## src/rtl/axis_fifo_wr_arbiter_if.sv

```systemverilog
// ============================================================================
// Module      : axis_fifo_wr_arbiter_if
// Description : Bundle of the AXI-Stream source handshakes and the FIFO write
//               port seen by axis_fifo_wr_arbiter.
//               Signals:
//                 s_tdata    - packed source data, source i at [i*DATA_WIDTH +: DATA_WIDTH]
//                 s_tvalid   - per-source valid
//                 s_tlast    - per-source end of packet
//                 s_tready   - per-source ready (driven by the arbiter)
//                 fifo_din   - FIFO word {last, src_id, data} (driven by the arbiter)
//                 fifo_wr_en - FIFO write strobe (driven by the arbiter)
//                 fifo_full  - FIFO full flag
//               Modports: slave = arbiter side, master = sources/FIFO side.
// Revision    : 1.0 - initial release
// ============================================================================
`default_nettype none

interface axis_fifo_wr_arbiter_if #(
    parameter int DATA_WIDTH   = 32,
    parameter int NUM_SRC      = 4,
    parameter int SRC_ID_WIDTH = $clog2(NUM_SRC)
);
    logic [NUM_SRC*DATA_WIDTH-1:0]        s_tdata;
    logic [NUM_SRC-1:0]                   s_tvalid;
    logic [NUM_SRC-1:0]                   s_tlast;
    logic [NUM_SRC-1:0]                   s_tready;
    logic [DATA_WIDTH+SRC_ID_WIDTH:0]     fifo_din;
    logic                                 fifo_wr_en;
    logic                                 fifo_full;

    modport slave (
        input  s_tdata, s_tvalid, s_tlast, fifo_full,
        output s_tready, fifo_din, fifo_wr_en
    );

    modport master (
        output s_tdata, s_tvalid, s_tlast, fifo_full,
        input  s_tready, fifo_din, fifo_wr_en
    );
endinterface

`default_nettype wire

```

## src/rtl/axis_fifo_wr_arbiter.sv

```systemverilog
// ============================================================================
// Module      : axis_fifo_wr_arbiter
// Description : Packet-level round-robin arbiter sharing the async_fifo write
//               port among NUM_SRC AXI-Stream sources. Each FIFO word is
//               {last, src_id, data}. Packets longer than MAX_PKT_BEATS are
//               truncated (last forced on the final written beat) and their
//               tail is accepted and discarded.
//               Ports:
//                 wr_clk_i      - write-domain clock
//                 wr_rst_i      - asynchronous active-high reset
//                 bus           - source handshakes + FIFO write port
//                 err_clr_i     - clears overrun_err_o
//                 busy_o        - a source currently holds the grant
//                 grant_id_o    - current / most recent granted source
//                 overrun_err_o - sticky: a packet was truncated
//                 pkt_count_o   - packets written to the FIFO (wraps)
// Revision    : 1.0 - initial release
// ============================================================================
`default_nettype none

module axis_fifo_wr_arbiter #(
    parameter int DATA_WIDTH    = 32,
    parameter int NUM_SRC       = 4,
    parameter int SRC_ID_WIDTH  = $clog2(NUM_SRC),
    parameter int MAX_PKT_BEATS = 256,
    parameter int CNT_WIDTH     = 16
) (
    input  wire logic                    wr_clk_i,
    input  wire logic                    wr_rst_i,
    axis_fifo_wr_arbiter_if.slave        bus,
    input  wire logic                    err_clr_i,
    output logic                         busy_o,
    output logic [SRC_ID_WIDTH-1:0]      grant_id_o,
    output logic                         overrun_err_o,
    output logic [CNT_WIDTH-1:0]         pkt_count_o
);
    localparam int BEAT_W = $clog2(MAX_PKT_BEATS);
    localparam logic [BEAT_W-1:0]       c_beat_last = BEAT_W'(MAX_PKT_BEATS - 1);
    // Pointer starts at the last source so source 0 is searched first.
    localparam logic [SRC_ID_WIDTH-1:0] c_ptr_init  = SRC_ID_WIDTH'(NUM_SRC - 1);

    typedef enum logic [1:0] {
        ST_IDLE = 2'd0,
        ST_PASS = 2'd1,
        ST_DROP = 2'd2
    } state_t;

    state_t                      state_q, state_d;
    logic [SRC_ID_WIDTH-1:0]     grant_q, grant_d;
    logic [SRC_ID_WIDTH-1:0]     ptr_q, ptr_d;
    logic [BEAT_W-1:0]           beat_q, beat_d;
    logic                        err_q, err_d;
    logic [CNT_WIDTH-1:0]        pkt_q, pkt_d;

    logic [DATA_WIDTH-1:0]       w_src_data [NUM_SRC];
    logic [DATA_WIDTH-1:0]       w_data;
    logic                        w_valid;
    logic                        w_last;
    logic                        w_found;
    logic [SRC_ID_WIDTH-1:0]     w_pick;
    logic [SRC_ID_WIDTH-1:0]     w_idx;
    logic [NUM_SRC-1:0]          w_tready;
    logic                        w_wr_en;
    logic [DATA_WIDTH+SRC_ID_WIDTH:0] w_din;

    genvar gi;
    generate
        for (gi = 0; gi < NUM_SRC; gi++) begin : g_unpack
            assign w_src_data[gi] = bus.s_tdata[gi*DATA_WIDTH +: DATA_WIDTH];
        end
    endgenerate

    assign w_data  = w_src_data[grant_q];
    assign w_valid = bus.s_tvalid[grant_q];
    assign w_last  = bus.s_tlast[grant_q];

    // Round-robin search from ptr+1 upward with wrap. Walking k downward lets
    // the closest requester (smallest k) overwrite any farther one.
    always_comb begin
        w_found = 1'b0;
        w_pick  = '0;
        w_idx   = '0;
        for (int k = NUM_SRC; k >= 1; k--) begin
            w_idx = SRC_ID_WIDTH'((int'(ptr_q) + k) % NUM_SRC);
            if (bus.s_tvalid[w_idx]) begin
                w_found = 1'b1;
                w_pick  = w_idx;
            end
        end
    end

    always_comb begin
        state_d  = state_q;
        grant_d  = grant_q;
        ptr_d    = ptr_q;
        beat_d   = beat_q;
        err_d    = err_q;
        pkt_d    = pkt_q;
        w_tready = '0;
        w_wr_en  = 1'b0;
        w_din    = {w_last, grant_q, w_data};

        // Clear first so a truncation in the same cycle overrides it.
        if (err_clr_i) begin
            err_d = 1'b0;
        end

        case (state_q)
            ST_IDLE: begin
                if (w_found) begin
                    grant_d = w_pick;
                    state_d = ST_PASS;
                end
            end
            ST_PASS: begin
                w_tready[grant_q] = !bus.fifo_full;
                if (w_valid && !bus.fifo_full) begin
                    w_wr_en = 1'b1;
                    beat_d  = beat_q + 1'b1;
                    if (w_last) begin
                        pkt_d   = pkt_q + 1'b1;
                        ptr_d   = grant_q;
                        beat_d  = '0;
                        state_d = ST_IDLE;
                    end else if (beat_q == c_beat_last) begin
                        // Length limit reached: close the packet in the FIFO
                        // and swallow the rest of it.
                        w_din[DATA_WIDTH+SRC_ID_WIDTH] = 1'b1;
                        err_d   = 1'b1;
                        pkt_d   = pkt_q + 1'b1;
                        ptr_d   = grant_q;
                        beat_d  = '0;
                        state_d = ST_DROP;
                    end
                end
            end
            ST_DROP: begin
                // Discarded beats never touch the FIFO, so full is irrelevant.
                w_tready[grant_q] = 1'b1;
                if (w_valid && w_last) begin
                    state_d = ST_IDLE;
                end
            end
            default: begin
                state_d = ST_IDLE;
            end
        endcase
    end

    always_ff @(posedge wr_clk_i or posedge wr_rst_i) begin
        if (wr_rst_i) begin
            state_q <= ST_IDLE;
            grant_q <= '0;
            ptr_q   <= c_ptr_init;
            beat_q  <= '0;
            err_q   <= 1'b0;
            pkt_q   <= '0;
        end else begin
            state_q <= state_d;
            grant_q <= grant_d;
            ptr_q   <= ptr_d;
            beat_q  <= beat_d;
            err_q   <= err_d;
            pkt_q   <= pkt_d;
        end
    end

    assign bus.s_tready   = w_tready;
    assign bus.fifo_wr_en = w_wr_en;
    assign bus.fifo_din   = w_din;
    assign busy_o         = (state_q != ST_IDLE);
    assign grant_id_o     = grant_q;
    assign overrun_err_o  = err_q;
    assign pkt_count_o    = pkt_q;

endmodule

`default_nettype wire
```

## src/flat_wrapper.sv

```systemverilog
// flat-port wrapper written by rule: the top's interface ports become plain ports
module axis_fifo_wr_arbiter_flat 
#(
    parameter int DATA_WIDTH    = 32,
    parameter int NUM_SRC       = 4,
    parameter int SRC_ID_WIDTH  = $clog2(NUM_SRC),
    parameter int MAX_PKT_BEATS = 256,
    parameter int CNT_WIDTH     = 16
)
  (wr_clk_i, wr_rst_i, err_clr_i, busy_o, grant_id_o, overrun_err_o, pkt_count_o, bus_s_tdata, bus_s_tvalid, bus_s_tlast, bus_fifo_full, bus_s_tready, bus_fifo_din, bus_fifo_wr_en);
  axis_fifo_wr_arbiter_if #(.DATA_WIDTH(DATA_WIDTH), .NUM_SRC(NUM_SRC), .SRC_ID_WIDTH(SRC_ID_WIDTH)) bus_i ();
  input  wire logic wr_clk_i;
  input  wire logic wr_rst_i;
  input  wire logic err_clr_i;
  output logic busy_o;
  output logic [SRC_ID_WIDTH-1:0] grant_id_o;
  output logic overrun_err_o;
  output logic [CNT_WIDTH-1:0] pkt_count_o;
  input wire logic [$bits(bus_i.s_tdata)-1:0] bus_s_tdata;
  input wire logic [$bits(bus_i.s_tvalid)-1:0] bus_s_tvalid;
  input wire logic [$bits(bus_i.s_tlast)-1:0] bus_s_tlast;
  input wire logic [$bits(bus_i.fifo_full)-1:0] bus_fifo_full;
  output wire logic [$bits(bus_i.s_tready)-1:0] bus_s_tready;
  output wire logic [$bits(bus_i.fifo_din)-1:0] bus_fifo_din;
  output wire logic [$bits(bus_i.fifo_wr_en)-1:0] bus_fifo_wr_en;
  assign bus_i.s_tdata = bus_s_tdata;
  assign bus_i.s_tvalid = bus_s_tvalid;
  assign bus_i.s_tlast = bus_s_tlast;
  assign bus_i.fifo_full = bus_fifo_full;
  assign bus_s_tready = bus_i.s_tready;
  assign bus_fifo_din = bus_i.fifo_din;
  assign bus_fifo_wr_en = bus_i.fifo_wr_en;
  axis_fifo_wr_arbiter #(.DATA_WIDTH(DATA_WIDTH), .NUM_SRC(NUM_SRC), .SRC_ID_WIDTH(SRC_ID_WIDTH), .MAX_PKT_BEATS(MAX_PKT_BEATS), .CNT_WIDTH(CNT_WIDTH)) u_core (.wr_clk_i(wr_clk_i), .wr_rst_i(wr_rst_i), .bus(bus_i), .err_clr_i(err_clr_i), .busy_o(busy_o), .grant_id_o(grant_id_o), .overrun_err_o(overrun_err_o), .pkt_count_o(pkt_count_o));
endmodule
```

## config.mk

```make
export PLATFORM = sky130hd
export DESIGN_NAME = axis_fifo_wr_arbiter_flat
export DESIGN_NICKNAME = d
export VERILOG_FILES = /design/src/rtl/axis_fifo_wr_arbiter_if.sv /design/src/rtl/axis_fifo_wr_arbiter.sv /design/src/flat_wrapper.sv
export SDC_FILE = /design/constraint.sdc
export NUM_CORES = 1
export LEC_CHECK = 0
export BUFFER_PORTS_ARGS = -buffer_cell sky130_fd_sc_hd__buf_2
export CAP_MARGIN = 20
export CORE_MARGIN = 2
export CORE_UTILIZATION = 37
export CTS_BUF_LIST = sky130_fd_sc_hd__clkbuf_8
export DETAILED_ROUTE_END_ITERATION = 7
export GPL_ROUTABILITY_DRIVEN = 0
export PLACE_DENSITY = 0.8
export SYNTH_ARGS = -nofsm -noshare
export SYNTH_HDL_FRONTEND = slang
export SYNTH_SLANG_ARGS = --single-unit
```

## constraint.sdc

```tcl
create_clock -name wr_clk_i -period 2 [get_ports wr_clk_i]
set_input_delay 0 -clock wr_clk_i [delete_from_list [all_inputs] [get_ports wr_clk_i]]
set_output_delay 0 -clock wr_clk_i [all_outputs]
set_load 0.02 [all_outputs]
```

; ---- Word level (Yosys, flattened, before mapping)
; Cells that the tools add are included.
[totals]
output_inout_bits = 60
ramBits = 0
rom_bits = 0
latch_bits = 0
elab_cells = 88
input_bits = 140
n_memories = 0
reg_bits = 31
[op_classes]
muxes = 49
eq_ne = 7
n_mul = 0
n_div = 0
n_lt_le_gt_ge = 7
n_addsub = 6
shift = 0
reduce_logical = 11
bitwise_logic = 2
[op_table]
columns = op, count
row1 = $bmux 32 s2, 1
row2 = $mux 32, 2
row3 = $mux 16, 2
row4 = $mux 1, 22
row5 = $mux 2, 11
row6 = $add 16x1->16 const B, 1
row7 = $mux 8, 2
row8 = $lt 2x3->1 const B, 5
row9 = $bmux 1 s2, 6
row10 = $add 8x1->8 const B, 1
row11 = $eq 8x8->1 const B, 1
row12 = $pmux 4 s2, 1
row13 = $ne 2x1->1 const B, 3
row14 = $pmux 2 s3, 1
row15 = $add 2x1->2 const B, 2
row16 = $add 2x2->2 const B, 2
row17 = $and 4x4->4, 1
row18 = $reduce_and 2->1, 2
row19 = $reduce_and 4->1, 1
row20 = $reduce_bool 2->1, 2
row21 = $ge 3x3->1 const B, 1
row22 = $logic_and 1x1->1, 3
row23 = $ne 3x1->1 const B, 1
row24 = $not 2->3, 1
row25 = 7 further kinds, 7

; ---- Logic depth before layout (Yosys ltp)
[logic_depth]
ltp_word = 9
depth_mapped = 8

; ---- Worst setup path before layout
; Ideal clock, no wire load.
[synth_timing]
kind = register -> register
start = reg u_core.grant_q[0] (netlist: u_core.grant_id_o[0])
end = reg u_core.pkt_q[9] (netlist: u_core.pkt_count_o[9])
setup_slack_ns = -0.029
t_required_ns = 1.920
stages_incl_launch_ff = 8
synth_period_minus_slack_ns = 2.029
arrival_ns = 1.949
cell_sequence = dfrtp_1 -> buf_4 -> mux4_2 -> a21oi_2 -> or4_4 -> buf_6 -> nor2b_2 -> xor2_1
[synth_via]
elab_chain_len = 4
elab_cells_between_ends = 8
classes_between = 5 x mux / 3 x reduce/logical
[synth_rtl]
columns = element, line_no
row1 = "start, declared", axis_fifo_wr_arbiter.sv:49  ; logic [SRC_ID_WIDTH-1:0] grant_q, grant_d;
row2 = "start signal, assigned", axis_fifo_wr_arbiter.sv:160  ; grant_q <= grant_d;
row3 = $bmux 1 s2 (on tied branches), "axis_fifo_wr_arbiter.sv:75, axis_fifo_wr_arbiter.sv:74"
row4 = $mux 1 (on tied branches), "axis_fifo_wr_arbiter.sv:75, axis_fifo_wr_arbiter.sv:74"
row5 = $reduce_bool 2->1 (no line) / $logic_and 1x1->1 (equally long branches), --
row6 = $reduce_and 3->1 (no line), --
row7 = "end signal, assigned", axis_fifo_wr_arbiter.sv:164  ; pkt_q <= pkt_d;
row8 = "end, declared", axis_fifo_wr_arbiter.sv:53  ; logic [CNT_WIDTH-1:0] pkt_q, pkt_d;
; Several ways; a longest one is shown, not always the timed one. The select of a mux whose other input is x is not followed.
; A chain may end at the register's enable or synchronous reset.

; ---- Final worst setup path
[layout_timing]
start = reg u_core.state_q[1]
end = reg u_core.pkt_q[11] (netlist: u_core.pkt_count_o[11])
[layout_via]
elab_chain_len = 2
[layout_rtl]
columns = element, line_no
row1 = "start, declared", axis_fifo_wr_arbiter.sv:48  ; state_t state_q, state_d;
row2 = "start signal, assigned", axis_fifo_wr_arbiter.sv:159  ; state_q <= state_d;
row3 = $eq 2x1->1, axis_fifo_wr_arbiter.sv:108  ; case (state_q)
row4 = $reduce_and 3->1 (no line), --
; Every way passes these cells.

==> impl_metrics.json <==
{
  "finClkSkew_ns": 0.0106,
  "peakVddDrop_v": 0.000827,
  "end_kind": "register",
  "place_area_um2": 3580,
  "grt_overflow_total": 0,
  "antenna_found_initial": 3,
  "setup_viol": 0,
  "cts_buffer_depth": 2,
  "num_vias": 2771,
  "report.power.total_mw": 4.74,
  "critPathLaunchType": "register",
  "port_buffers": 199,
  "fin_crit_ns": 1.96,
  "async_flop_share_pct": 100,
  "p_sw_share_pct": 46.0,
  "synthMuxAreaShare_pct": 33.1,
  "slew_headroom_pct": 70.4,
  "fin_tns_setup_ns": 0,
  "p_seq_share_pct": 18.9,
  "wirelength_mm": 10.3,
  "vias_per_cell": 5.55,
  "dr.pass1.iters": 8,
  "fp.dieH_um": 85.7,
  "postSynthCellCount": 213,
  "p_switching_mw": 2.18,
  "track_usage_pct": 27.5,
  "syn_area_per_cell_um2": 11.6,
  "ys_seq_area_share_pct": 31.5,
  "htree_levels": 2,
  "drive_gt1_share_pct": 64.8,
  "hpwl_mm": 8.74,
  "syn_area_um2": 2470,
  "min_period_over_period_pct": 97.9,
  "hold_path_class": "in -> reg",
  "layout_common_cells": "buf_2 (199), mux4_2 (34), dfrtp_1 (27)",
  "synth_cell_types": 42,
  "combPwrFrac_pct": 67.3,
  "drcViolationCount": 30,
  "grt_pass1_wl_mm": 15.0,
  "synth_xor_area_share_pct": 6.02,
  "synth_simple_gate_area_share_pct": 13.5,
  "clkLatencyLatePin_ns": 0.29,
  "area_delta_synth_final_pct": 52.8,
  "grt_pass1_vias": 2818,
  "synth_warnings": 0,
  "tightest_slew_ns": 0.440,
  "core_um2": 6420,
  "violations": "design-rule violations",
  "cts_tree": "done",
  "grt_max_degree": 35,
  "dieArea_um2": 7350,
  "pwr-share-clk_pct": 13.8,
  "maxSlewViolCount": 0,
  "drtAntennaViolNets": 0,
  "wl_per_cell_um": 20.6,
  "synth_nets": 358,
  "cts_num_sinks": 31,
  "fillerInstances": 562,
  "synth-compound-area-share_pct": 8.30,
  "drt_iter0_drc": 163,
  "ys.flop_type": "dfrtp_1",
  "worstPathRequired_ns": 2.21,
  "synth_adder_area_share_pct": 2.53,
  "internal-power_mw": 2.56,
  "leakagePower_nw": 1.91,
  "synth_edf_count": 0,
  "clockRootBuffer": "clkbuf_8",
  "cts.reportedPaths.clkPinSlew_ns": 0.07,
  "post-route-util_pct": 58.8,
  "outcome": "complete, but fails checks",
  "start_util_pct": 38.5,
  "max_freq_mhz": 511,
  "dp_worst_setup_slack_ns": -0.0146,
  "post-route-cell-area_um2": 3780,
  "worstPathMaxFanout": 6,
  "mostFrequentLayoutCell": "buf_2",
  "maxCapViolCount": 0,
  "ios": 200,
  "die_w_um": 85.7,
  "hold_viol_final": 0,
  "rows": 29,
  "synth_seq_cells": 31,
  "layout_setup_ws_ns": 0.0422,
  "setup.worst_path.class": "reg -> reg",
  "synth_top_family_by_area": "multiplexers",
  "cts_inserted_buffers": 5,
  "nets": 565,
  "power.density_nw_per_um2": 1250,
  "crit_arrival_ns": 2.17
}
==> logic make-up (layout without fill, tap and decap cells) <==
group / count (synthesis) / in the layout
xor gates and xnor gates: 17 / 17
DFF: 31 / 31
and+or+nand+nor: 61 / 61
other: 0 / 1
AOI/OAI and AO/OA: 33 / 33
buffers and inverters: 27 / 235
adders and majority gates: 5 / 5
muxes: 39 / 39
==> final cells by class <==
class	count	area, um^2	area share, %
diodes	1	2.50	0.0662
flip-flops and latches	31	781	20.7
inverters	12	45.0	1.19
repair buffers	215	1140	30.1
multi-input cells	155	1600	42.3
clock buffers	6	82.6	2.19
well taps	77	96.3	2.55
clock inverters	2	35.0	0.927
==> worst paths after layout <==
| kind | start | end | cells after the start | slack (ns) |
|---|---|---|---|---|
| hold reg to reg | u_core.pkt_count_o[15] | u_core.pkt_count_o[15] | 1 | 0.47 |
| setup / recovery | u_core.state_q[1] | u_core.pkt_count_o[11] | 7 | 0.04 |
| hold / removal | bus_s_tvalid[3] | u_core.grant_id_o[1] | 3 | 0.03 |
| setup reg to reg | u_core.state_q[1] | u_core.pkt_count_o[11] | 7 | 0.04 |
| max in group asynchronous | wr_rst_i | u_core.grant_id_o[0] | 4 | 1.15 |
| min in group asynchronous | wr_rst_i | u_core.pkt_count_o[6] | 3 | 0.22 |
==> metrics by stage <==
step | cells | hold WS, ns
after floorplan | 213 | 0.0990
after global placement | 487 | -0.0212
after detailed placement | 487 | -0.0162
after CTS | 497 | 0.0208
after global routing | 498 | 0.0529
final | 499 | 0.0295
==> routing by layer <==
metal,vias up,track usage (%),routed length (um)
li1,1227,-,-
met2,180,46.0,4840
met1,1322,30.9,3640
met5,-,0,27
met4,4,9.24,356
met3,38,13.0,1430
==> flip-flops by register name (all words and copies together), names as in the netlist <==
name	flops
u_core.grant_id_o	2
u_core.pkt_count_o	16
u_core.state_q	2
u_core.ptr_q	2
u_core.beat_q	8
u_core.overrun_err_o	1
==> critical path: stages (launching register included) <==
cell and delay, ns:
dfrtp_1 0.40, inv_1 0.10, ha_1 0.18, nor2b_4 0.16
nand2_2 0.10, or4_4 0.63, nor2_2 0.15, xor2_1 0.16
==> what timing repair did <==
action / CTS / global route
hold buffers: 2 / 0
buffers inserted: 0 / 1
endpoints found under the setup margin: 22 / 34
pin swaps: 0 / 1
resized for setup: 4 / 8
hold endpoints to repair: 10 / 0
==> power by group through the flow <==
stage                     Sequential, mW  Combinational (mW)  Clock, mW
after floorplan                    0.936                2.07          0
after global placement             0.892                3.04          0
final                              0.895                3.19      0.655
after CTS                          0.892                3.14      0.665
after detailed placement           0.900                3.10          0
after global routing               0.918                3.38      0.686
==> cells in the mapped netlist, types with 2 or more instances <==
master    count  area share [%]
mux4_2       34              31
ha_1          5             2.5
nor3_1        5             1.0
xnor2_1      10             3.5
nor2_1        7             1.1
buf_2         5             1.0
and3_1        2            0.51
o31ai_1       2            0.61
buf_4         3            0.91
nand2_1      14             2.1
nand2b_1      6             1.5
inv_1        12             1.8
o211ai_1      2            0.61
dfrtp_1      29              29
nand4_1       6             1.5
nor2b_1       2            0.51
mux2i_1       3             1.2
and4_1        4             1.4
a21oi_1       4            0.81
nor2_2        4             1.0
o22ai_1       2            0.51
a31oi_1       3            0.76
clkbuf_1      5            0.76
dfstp_2       2             2.1
xor2_1        7             2.5
o21ai_0      13             2.6
nand3_1       6             1.2
mux2_2        2            0.91
Note: power is estimated with default switching activity, not from simulation.
